==> src/rtl/uart_pkg.sv <==
// Shared constants for the UART transmit path: serial timing and the
// scheduler state encoding used by uart_tx_buffer.
package uart_pkg;

  localparam int BAUD           = 115200;
  localparam int SYS_CLK_PERIOD = 50;
  localparam int BAUD_CYCLES    = (1_000_000_000 + (BAUD * SYS_CLK_PERIOD) / 2)
                                  / (BAUD * SYS_CLK_PERIOD);
  localparam int BAUD_CNT_END   = BAUD_CYCLES - 1;

  typedef logic [1:0] tx_state_t;

  localparam tx_state_t IDLE      = 2'd0;
  localparam tx_state_t REQ       = 2'd1;
  localparam tx_state_t WAIT_BUSY = 2'd2;
  localparam tx_state_t WAIT_DONE = 2'd3;

endpackage

==> src/rtl/sync_fifo.sv <==
// Single-clock byte FIFO with registered full/empty/level flags and an
// overflow pulse for writes dropped while full.
module sync_fifo
  import uart_pkg::*;
#(
  parameter int DEPTH_LOG2 = 4,
  parameter int WIDTH      = 8
) (
  input  logic                  SYS_CLK,
  input  logic                  RST_N,
  input  logic                  wr_en,
  input  logic [WIDTH-1:0]      wr_data,
  input  logic                  rd_en,
  input  logic                  flush,
  output logic [WIDTH-1:0]      rd_data,
  output logic                  full,
  output logic                  empty,
  output logic [DEPTH_LOG2:0]   level,
  output logic                  overflow
);

  localparam int                DEPTH      = 1 << DEPTH_LOG2;
  localparam logic [DEPTH_LOG2:0] PTR_ONE    = (DEPTH_LOG2 + 1)'(1);
  localparam logic [DEPTH_LOG2:0] FULL_LEVEL = (DEPTH_LOG2 + 1)'(DEPTH);

  logic [WIDTH-1:0]    mem [DEPTH];
  logic [DEPTH_LOG2:0] wr_ptr;
  logic [DEPTH_LOG2:0] rd_ptr;
  logic [DEPTH_LOG2:0] wr_ptr_n;
  logic [DEPTH_LOG2:0] rd_ptr_n;
  logic [DEPTH_LOG2:0] level_n;
  logic                do_write;
  logic                do_read;

  // Full is judged on the registered flag, so a pop on the same edge
  // does not rescue a write into a full FIFO.
  assign do_write = wr_en && !full && !flush;
  assign do_read  = rd_en && !empty && !flush;
  assign rd_data  = mem[rd_ptr[DEPTH_LOG2-1:0]];

  always_comb begin
    wr_ptr_n = wr_ptr;
    rd_ptr_n = rd_ptr;
    if (flush) begin
      wr_ptr_n = '0;
      rd_ptr_n = '0;
    end else begin
      if (do_write) wr_ptr_n = wr_ptr + PTR_ONE;
      if (do_read)  rd_ptr_n = rd_ptr + PTR_ONE;
    end
    level_n = wr_ptr_n - rd_ptr_n;
  end

  always_ff @(posedge SYS_CLK or negedge RST_N) begin
    if (!RST_N) begin
      wr_ptr   <= '0;
      rd_ptr   <= '0;
      level    <= '0;
      full     <= 1'b0;
      empty    <= 1'b1;
      overflow <= 1'b0;
    end else begin
      wr_ptr   <= wr_ptr_n;
      rd_ptr   <= rd_ptr_n;
      level    <= level_n;
      full     <= (level_n == FULL_LEVEL);
      empty    <= (level_n == '0);
      overflow <= wr_en && full && !flush;
    end
  end

  always_ff @(posedge SYS_CLK) begin
    if (do_write) mem[wr_ptr[DEPTH_LOG2-1:0]] <= wr_data;
  end

endmodule

==> src/rtl/uart_tx_buffer.sv <==
// Byte buffer and send scheduler feeding the UART transmitter: pops one
// byte per frame, pulses tx_req, and re-requests if tx_busy never rises.
module uart_tx_buffer
  import uart_pkg::*;
#(
  parameter int DEPTH_LOG2   = 4,
  parameter int BUSY_TIMEOUT = 16
) (
  input  logic                SYS_CLK,
  input  logic                RST_N,
  input  logic                wr_en,
  input  logic [7:0]          wr_data,
  input  logic                flush,
  input  logic                tx_busy,
  output logic                tx_req,
  output logic [7:0]          tx_data,
  output logic                full,
  output logic                empty,
  output logic [DEPTH_LOG2:0] level,
  output logic                overflow
);

  localparam int               CNT_W    = $clog2(BUSY_TIMEOUT + 1);
  localparam logic [CNT_W-1:0] CNT_LAST = CNT_W'(BUSY_TIMEOUT - 1);
  localparam logic [CNT_W-1:0] CNT_ONE  = CNT_W'(1);

  tx_state_t        state;
  logic [CNT_W-1:0] busy_cnt;
  logic [7:0]       fifo_data;
  logic             pop;

  assign pop = (state == IDLE) && !empty && !flush;

  sync_fifo #(
    .DEPTH_LOG2 (DEPTH_LOG2),
    .WIDTH      (8)
  ) u_fifo (
    .SYS_CLK  (SYS_CLK),
    .RST_N    (RST_N),
    .wr_en    (wr_en),
    .wr_data  (wr_data),
    .rd_en    (pop),
    .flush    (flush),
    .rd_data  (fifo_data),
    .full     (full),
    .empty    (empty),
    .level    (level),
    .overflow (overflow)
  );

  // tx_data is only loaded on the pop edge; retries resend the held byte
  // and a flush leaves it alone.
  always_ff @(posedge SYS_CLK or negedge RST_N) begin
    if (!RST_N) begin
      state    <= IDLE;
      tx_req   <= 1'b0;
      tx_data  <= 8'h00;
      busy_cnt <= '0;
    end else if (flush) begin
      state    <= IDLE;
      tx_req   <= 1'b0;
      busy_cnt <= '0;
    end else begin
      tx_req <= 1'b0;
      case (state)
        IDLE: begin
          if (pop) begin
            tx_data <= fifo_data;
            tx_req  <= 1'b1;
            state   <= REQ;
          end
        end
        REQ: begin
          busy_cnt <= '0;
          state    <= WAIT_BUSY;
        end
        WAIT_BUSY: begin
          if (tx_busy) begin
            state <= WAIT_DONE;
          end else if (busy_cnt == CNT_LAST) begin
            tx_req <= 1'b1;
            state  <= REQ;
          end else begin
            busy_cnt <= busy_cnt + CNT_ONE;
          end
        end
        WAIT_DONE: begin
          if (!tx_busy) state <= IDLE;
        end
        default: state <= IDLE;
      endcase
    end
  end

endmodule

==> config.mk <==
export PLATFORM = sky130hd
export DESIGN_NAME = uart_tx_buffer
export DESIGN_NICKNAME = d
export VERILOG_FILES = /design/src/rtl/uart_pkg.sv /design/src/rtl/sync_fifo.sv /design/src/rtl/uart_tx_buffer.sv
export SDC_FILE = /design/constraint.sdc
export NUM_CORES = 1
export LEC_CHECK = 0
export ABC_AREA = 1
export CORE_MARGIN = 8
export CORE_UTILIZATION = 60
export CTS_BUF_LIST = sky130_fd_sc_hd__clkbuf_2 sky130_fd_sc_hd__clkbuf_4 sky130_fd_sc_hd__clkbuf_8
export DETAILED_ROUTE_END_ITERATION = 8
export GPL_TIMING_DRIVEN = 0
export HOLD_SLACK_MARGIN = 0.1
export PLACE_DENSITY = 0.88
export SLEW_MARGIN = 40
export SYNTH_ARGS = -nofsm -noshare
export SYNTH_HDL_FRONTEND = slang
export SYNTH_SLANG_ARGS = --single-unit
==> constraint.sdc <==
create_clock -name SYS_CLK -period 4.51 [get_ports SYS_CLK]
set_input_delay 0.902 -clock SYS_CLK [delete_from_list [all_inputs] [get_ports SYS_CLK]]
set_output_delay 0.902 -clock SYS_CLK [all_outputs]
set_load 0.05 [all_outputs]
==> flow_results.org, run 1 <==
** Status
- Result of the run :: completed

** Floorplanning
- In this run the count of I/O pins placed on the die edge is 30.
- Area enclosed by the die boundary :: ~15000 um^2
- In this run the horizontal extent of the chip is around 120 um.
- Cell Rows :: 39
- After floorplanning, the core was sized to cover 11300 um^2.
- Die Ht :: 123 um
- For this configuration, the core starts out at a cell density of 61.0%.

** Critical path
- The worst setup path is launched from a primary input.
- Worst r2r dst :: u_fifo.full$_DFF_PN0_
- Length in cells of the worst reg-to-reg path :: 13
- Library cell appearing most often on the critical path :: nand2_1
- Worst setup EP type :: register
- Largest fanout on the critical path :: 10
- On the worst path, the slowest cell contributes a delay of between 500 and 600 ps.
- Data on the critical path is required at its endpoint by 4910 ps.
- The setup check on the worst reg-to-reg path leaves a slack of 1780 ps.
- In this run the number of cells on the critical path is 15.
- Data arrival time of the worst path :: ~3600 ps
- Kind of critical path :: in -> reg
- In this design, the largest share of critical-path delay is due to simple AND/OR/NAND/NOR gates.
- The most critical setup path has its endpoint at u_fifo.empty$_DFF_PN1_.
- Ordered cell list for the critical path :: clkdlybuf4s50_1 -> inv_2 -> nand3_4 -> inv_4 -> buf_2 -> nand2_1 -> o21ai_0 -> ha_1 -> fa_1 -> nand3b_1 -> nand2_1 -> nand4_1 -> nand3_1 -> nand2_1 -> nor2_2
- Worst path slowest cell :: clkdlybuf4s50_1
- Critical path startpoint :: flush
- Bufs and invs on worst path :: 4
- Critical R2R Launch :: u_fifo.full$_DFF_PN0_

** CTS
- Latest clock arrival within the worst-skew pair :: approximately 460 ps
- The number of clock buffers added by TritonCTS is 17.
- After clock tree synthesis, the clock-pin slew on the worst setup and hold paths is 80 ps.
- The H-tree was split into 4 levels.
- CTS-repair resized insts :: 0
- Number of setup buffers added after CTS :: 0
- The tree is rooted in a clkbuf_8.
- The clock drives ~160 sinks.
- TritonCTS built the clock tree.
- After clock tree synthesis, the flow added hold-fix buffers numbering 0.
- Clock buffer depth :: 2

** Finish
- The net count of the finished layout is about 690.
- Area occupied by multi-input gates :: 1970 um^2
- Fill cells in the final layout number 744.
- Ratio of cells with drive above 1 in the final layout :: 13.5%
- Area growth from synthesis to layout :: 15.0%
- The number of antenna diodes in the final layout is 0.
- Reg area :: 4700 um^2

** Placement
- Port Buffers :: 29
- At the end of routability-driven placement, the weighted congestion stood at 0.877.
- Post-DP HPWL :: 11200 um
- Worst setup slack before clock tree synthesis :: 867 ps

** Logic synthesis
- Area share of and/or/nand/nor cells after synthesis :: 15.1%
- The largest total area in the synthesized netlist belongs to edfxtp_1.
- Sorting the synthesized cells by area gives the leading types as edfxtp_1 56%, dfrtp_1 12%, nor2_1 5.8%.
- Post-synthesis average cell area :: 11.3 um^2
- Most instantiated library cell after synthesis :: edfxtp_1
- Adder-Cell Fraction of Synth Area :: 2.28%
- The synthesized netlist contains 42 unique library cells.
- When the netlist entered floorplanning its net count stood at 638.
- In the synthesized netlist, the cells that appear most often are 128 x edfxtp_1, 106 x nor2_1, 78 x nand2_1, 45 x inv_1, 40 x o21ai_0.
- Sequential-to-total area share from yosys stat :: between 60% and 70%
- After synthesis, the largest family of logic cells by area is simple AND/OR/NAND/NOR gates.
- After synthesis the cells add up to approximately 6900 um^2.
- Gate count after technology mapping :: 613
- In the synthesized netlist the dominant register cell turns out to be edfxtp_1.
- Xor/xnor cell area share of the yosys netlist :: 0.254%
- Count of warnings emitted by yosys :: 0
- In the synthesized netlist, mux cells make up 0% of the area.
- Register bit total from synthesis :: 162
- Counting flops with a built-in enable in the synthesized netlist gives 128.
- Synthesized-area fraction occupied by ao, oa, aoi and oai cells :: 9.62%
- In this run the biggest area consumer among cell types represents between 50% and 60% of the synthesized area.
- Of all flip-flops after synthesis, the portion carrying an async set or reset was a little over a fifth.

** Global route
- Global routing finished with a remaining overflow of 0.
- The via count of the first global-routing pass was 5013.
- Pin count of the biggest net entering global routing :: 23
- Global-route wire length before repair :: 26000 um
- Antenna violations before repair :: 0
- The layer flagged by global routing as most heavily used is met2.
- Global routing usage on met2 :: ~38%
- For met3 alone, demand over resource in global routing was 5.21%.
- Global routing used 23.0% of the available tracks.
- In the global route stage, met1 resource usage came out at 28.6%.

** Detailed routing
- Across all layers, the routed design uses 5003 vias.
- After detailed routing, the average wire length per cell comes to 20.4 um.
- Remaining number of nets flagged by the antenna check after routing :: 0
- Summed over all layers, the routed wires come to 16700 um.
- In the routed design, unresolved DRC markers number 0.
- The first TritonRoute pass finished after 6 iterations.
- Number of vias per cell after detailed routing :: 6.12
- In this run, the number of DRC markers left after iteration 0 of detailed routing was 758.

** Timing
- Ratio of final minimum period to clock period :: slightly above 70%
- Minimum clock period :: 3240 ps
- Peak clock frequency supported by timing :: about 310 MHz
- Setup-violating endpoint count in the final report :: 0
- Setup TNS after final layout :: 0 ps
- The count of pins over their slew limit is 0.
- Headroom to the max-slew limit :: 42.4%
- After layout, the worst setup slack is 1270 ps.
- Final worst clock skew :: 15.9 ps
- Count of endpoints failing hold in the final timing report :: 0
- Setup repair after global routing left no endpoint under its margin.
- Final Hold Slack :: 337 ps
- Slew of the pin with the lowest slew margin :: 861 ps

** Run
- Max-capacitance violation count :: 0

** Power and ir drop
- VDD IR-drop max :: between 0.0004 and 0.0005 V
- For this design the ratio of total power to cell area is 561 nW/um^2.
- Leakage power summed over all cells :: between 0.003 and 0.004 uW

** Hold path
- Class of the most critical hold timing path :: in -> async
## sequential cells by signal, indices dropped and copies added (netlist names)
name             flops
u_fifo.mem         128
tx_data              8
busy_cnt             5
u_fifo.level         5
u_fifo.rd_ptr        5
u_fifo.wr_ptr        5
state                2
tx_req               1
u_fifo.empty         1
u_fifo.full          1
u_fifo.overflow      1
## power by group
part / switching, uW / internal, uW
Combinational: 1020 / 454
Sequential: 58.2 / 1720
Clock: 532 / 680
## cell type report
type / count / area share, %
sequential: 162 / 59.1
multi-input combinational: 374 / 24.8
timing repair buffer: 30 / 3.94
clock buffer: 20 / 3.23
clock inverter: 12 / 2.55
inverter: 53 / 2.54
tap: 143 / 2.25
buffer: 24 / 1.59
## how the worst min path moves through the flow
stage / from / end / cells past startpoint
finish: RST_N / u_fifo.rd_ptr[2]$_DFF_PN0_ / 1
global placement: tx_data[6]$_DFFE_PN0P_ / tx_data[6]$_DFFE_PN0P_ / 2
floorplan: busy_cnt[0]$_DFFE_PN0P_ / busy_cnt[0]$_DFFE_PN0P_ / 1
CTS: RST_N / tx_data[4]$_DFFE_PN0P_ / 1
global route: RST_N / u_fifo.rd_ptr[2]$_DFF_PN0_ / 1
detailed placement: tx_data[6]$_DFFE_PN0P_ / tx_data[6]$_DFFE_PN0P_ / 2
## layer usage
metal,up-vias,part of all wire [%]
met4,0,3.5
li1,2227,-
met3,58,9.6
met5,-,0
met2,321,50
met1,2397,37
## stage by stage
stage | total power [uW] | utilization, % | cell area (um^2) | cells
final | 4460 | 70.1 | 7940 | 818
after global routing | 4630 | 70.1 | 7940 | 818
after CTS | 4430 | 69.9 | 7910 | 818
after detailed placement | 3230 | 65.8 | 7450 | 786
after global placement | 3170 | 65.1 | 7370 | 785
after floorplan | 2760 | - | 6910 | 613
## cell families after synthesis
| kind of cell | count (synthesis) |
|---|---|
| simple gates | 241 |
| compound gates | 119 |
| flops | 162 |
| buf+inv | 77 |
| fa+ha+maj | 12 |
| xor+xnor | 2 |
## cell usage in the layout, fill, tap and decap left out, types with 2 or more instances in the layout
| master | n |
|---|---|
| or2_2 | 6 |
| buf_2 | 12 |
| clkbuf_4 | 3 |
| nand2_2 | 2 |
| a31oi_1 | 2 |
| dfrtp_1 | 33 |
| bufinv_16 | 5 |
| nor3_2 | 8 |
| o211ai_1 | 6 |
| o22ai_1 | 22 |
| clkinv_1 | 2 |
| a21oi_1 | 10 |
| o21ai_0 | 40 |
| edfxtp_1 | 128 |
| clkbuf_1 | 6 |
| nor2_1 | 104 |
| nand2_1 | 78 |
| nand3_1 | 20 |
| inv_1 | 45 |
| nand4_1 | 2 |
| inv_2 | 6 |
| nor2_2 | 6 |
| o21ai_1 | 34 |
| clkdlybuf4s50_1 | 28 |
| ha_1 | 11 |
| nor3_4 | 4 |
| clkinvlp_4 | 3 |
| inv_6 | 3 |
| buf_4 | 6 |
| clkbuf_8 | 17 |
| nor3_1 | 4 |
Power figures use the tool's default switching activity.
==> inputs of run 2 (changes only) <==
- clock period: 4.51 -> 3.21 ns (I/O delays scaled with it)
==> run 2 against run 1 <==
Against the previous run: combinational power is 41% higher; clock power is 40% higher; core utilization is 0.088 points higher; largest cell class unchanged; routed wire length hardly changed; non-clock buffer count is 1 higher; critical path depth stayed put; global-route usage stayed put; sequential power is 41% higher; clock skew hardly changed.
==> flow_results.org, run 2 (same netlist as run 1, synthesis figures left out) <==
** Status
- Result of the run :: completed

** Placement
- Port Buffers :: 29 (unchanged)
- Post-DP HPWL :: 11200 um (unchanged)
- Gpl congestion :: 0.877 (unchanged)
- The area after detailed placement came to 7450 um^2 (unchanged).
- The placement-stage worst setup slack was -173 ps (-1040 ps).

** Timing
- The number of endpoints failing setup at the final stage was 0 (unchanged).
- Slew of the pin with the lowest slew margin :: 858 ps (-2.63 ps)
- Setup TNS after final layout :: 0 ps (unchanged)
- Setup repair after global routing left no endpoint under its margin.
- Ratio of final minimum period to clock period :: between 90% and 100%
- Final-report max-slew violation count :: 0 (unchanged)
- Final worst setup slack :: 237 ps (-1030 ps)
- Count of endpoints failing hold in the final timing report :: 0 (unchanged)
- Peak clock frequency supported by timing :: roughly 340 MHz
- The maximum clock skew at final layout is 15.7 ps (-0.171 ps).
- Headroom to the max-slew limit :: 42.5% (+0.076 points)
- Minimum clock period :: 2970 ps

** Critical path
- Kind of critical path :: in -> reg
- The worst setup path is captured at a register.
- The required time of the worst setup path is 3600 ps (-1310 ps).
- The critical path data arrival time is 3360 ps (-280 ps).
- Setup slack of the most critical reg-to-reg path :: 490 ps (-1290 ps)
- The worst setup path is launched from a primary input.
- Largest fanout on the critical path :: 10 (unchanged)

** CTS
- TritonCTS built the clock tree.
- Number of clock buffers inserted by TritonCTS :: 17 (unchanged)
- Clock buffer depth :: 2 (unchanged)
- Number of setup buffers added after CTS :: 0 (unchanged)
- H-tree levels :: 4 (unchanged)
- Clock-pin slew on the worst setup and hold paths :: 80 ps (about the same)
- CTS sink count :: 162 (unchanged)
- Latest clock arrival within the worst-skew pair :: 460 ps (about the same)
- In this run the clock root is driven by a clkbuf_8.

** Finish
- The top cell types in the final layout, fill and taps aside, are 128 x edfxtp_1, 104 x nor2_1, 78 x nand2_1.
- The fraction of final layout cells with drive strength greater than 1 was 13.5% (-0.020 points).
- Largest register FFs :: 128 (unchanged)
- The area growth from synthesis to layout is 15.1%.
- # diodes :: 0 (unchanged)
- The finished layout cell area was 7950 um^2 (+0.13%).
- Post-layout nets :: 688 (+0.15%)
- Commonest non-fill, non-tap cell in the layout :: edfxtp_1

** Floorplanning
- Core area :: 11300 um^2 (unchanged)
- Effective utilization at floorplan :: 61.0% (unchanged)
- The die boundary height came to 123 um (unchanged).
- The die outline area was 15200 um^2 (unchanged).
- Top Ports :: 30 (unchanged)
- Die X-Extent :: 123 um (unchanged)
- Cell Rows :: 39 (unchanged)

** Global route
- The total global-route track usage was 23.0% (unchanged).
- The wire length of the first global-routing pass was 26000 um (unchanged).
- The maximum number of pins on one net before global-route repair came to 23 (unchanged).
- The number of antenna violations at the first check in global routing was 0 (unchanged).
- The remaining global-route overflow is 0 (unchanged).
- Number of global-route vias before repair :: 5015 (+0.040%)

** Detailed routing
- The detailed-route vias per instance came to 6.16 (+0.74%).
- The count of TritonRoute iterations in the first routing pass is 5 (-1).
- The initial DRC count came to 720 (-5.0%).
- Final Routed Wirelength :: 16700 um (about the same)
- The total number of vias came to 5046 (+0.86%).
- Drt wl/cell :: 20.4 um (about the same)
- The final routed DRC violation total came to 0 (unchanged).
- The number of routed nets with antenna violations is 0 (unchanged).

** Hold path
- The path class of the tightest hold or removal check is reg -> reg.

** Power and ir drop
- The net switching power figure is 2260 uW (+41%).
- Clock Power Share :: 27.2% (about the same)
- Internal power of the cells :: 4010 uW (+41%)
- Leakage power summed over all cells :: 0.00303 uW (+0.14%)
- Power density over the cells :: 788 nW/um^2 (+40%)
- Fraction of power spent switching nets :: 36.0% (about the same)
- VDD IR-drop max :: 0.000579 V (+40%)
- Sequential Power Share :: 39.8% (about the same)
- The logic gate share of total power came to 33.0% (about the same).

** Run
- The number of max-cap violations is 0 (unchanged).
==> run 2: per-stage QoR <==
step | total power (uW) | instances | hold WS [ps] | util, %
floorplan | 3870 | 613 | 346 | -
global placement | 4450 | 785 | 471 | 65.1
detailed placement | 4540 | 786 | 475 | 65.8
CTS | 6230 | 819 | 496 | 70.0
global route | 6510 | 819 | 513 | 70.2
finish | 6260 | 819 | 491 | 70.2
==> run 2: worst max-delay path, stage by stage <==
cell             delay (ps)
clkdlybuf4s50_1         560
inv_2                   130
nand3_4                 170
inv_4                    70
buf_2                   190
nand2_1                  70
o21ai_0                 130
ha_1                    270
fa_1                    410
nand3b_1                180
nand2_1                 110
nand4_1                 120
nand3_1                 130
nand2_1                 100
nor2_2                   80
==> run 2: routing by layer <==
metal	part of all wire, %	up-vias	track usage [%]
met4	3.6	0	10.7
li1	-	2229	-
met2	50	343	37.6
met3	10	62	5.21
met1	37	2412	28.6
met5	0	-	0
==> run 2: power groups by stage <==
stage          logic, uW  registers (uW)  clock network [uW]
2_1_floorplan       1040            2830                   0
3_3_place_gp        1920            2530                   0
3_5_place_dp        2000            2540                   0
4_1_cts             2030            2490                1700
5_1_grt             2220            2510                1780
6_report            2070            2490                1700
==> run 2: cell type report <==
| class | count | area, um^2 |
|---|---|---|
| Buffer | 24 | 126 |
| Clock buffer | 20 | 256 |
| Clock inverter | 12 | 203 |
| Fill cell | 743 | 3370 |
| Inverter | 53 | 201 |
| Multi-Input combinational cell | 374 | 1970 |
| Sequential cell | 162 | 4700 |
| Tap cell | 143 | 179 |
| Timing Repair Buffer | 31 | 323 |
==> run 2: worst paths after layout <==
path | from | endpoint | cells after the start
hold / removal | tx_data[6]$_DFFE_PN0P_ | tx_data[6]$_DFFE_PN0P_ | 2
hold reg to reg | tx_data[6]$_DFFE_PN0P_ | tx_data[6]$_DFFE_PN0P_ | 2
max in group asynchronous | RST_N | u_fifo.empty$_DFF_PN1_ | 3
setup reg to reg | u_fifo.full$_DFF_PN0_ | u_fifo.full$_DFF_PN0_ | 13
min in group asynchronous | RST_N | u_fifo.rd_ptr[2]$_DFF_PN0_ | 2
setup / recovery | flush | u_fifo.empty$_DFF_PN1_ | 15
==> run 2: repair_timing <==
| action | in CTS | in global routing |
|---|---|---|
| endpoints found under the hold margin | 12 | 0 |
| resized for setup | 0 | 0 |
| hold buffers | 1 | 0 |
==> inputs of run 3 (changes only) <==
- CTS_CLUSTER_DIAMETER: default -> 40
- CTS_CLUSTER_SIZE: default -> 12
==> results of run 3 <==
The final DEF is identical to that of run 2; final timing and power are the same.
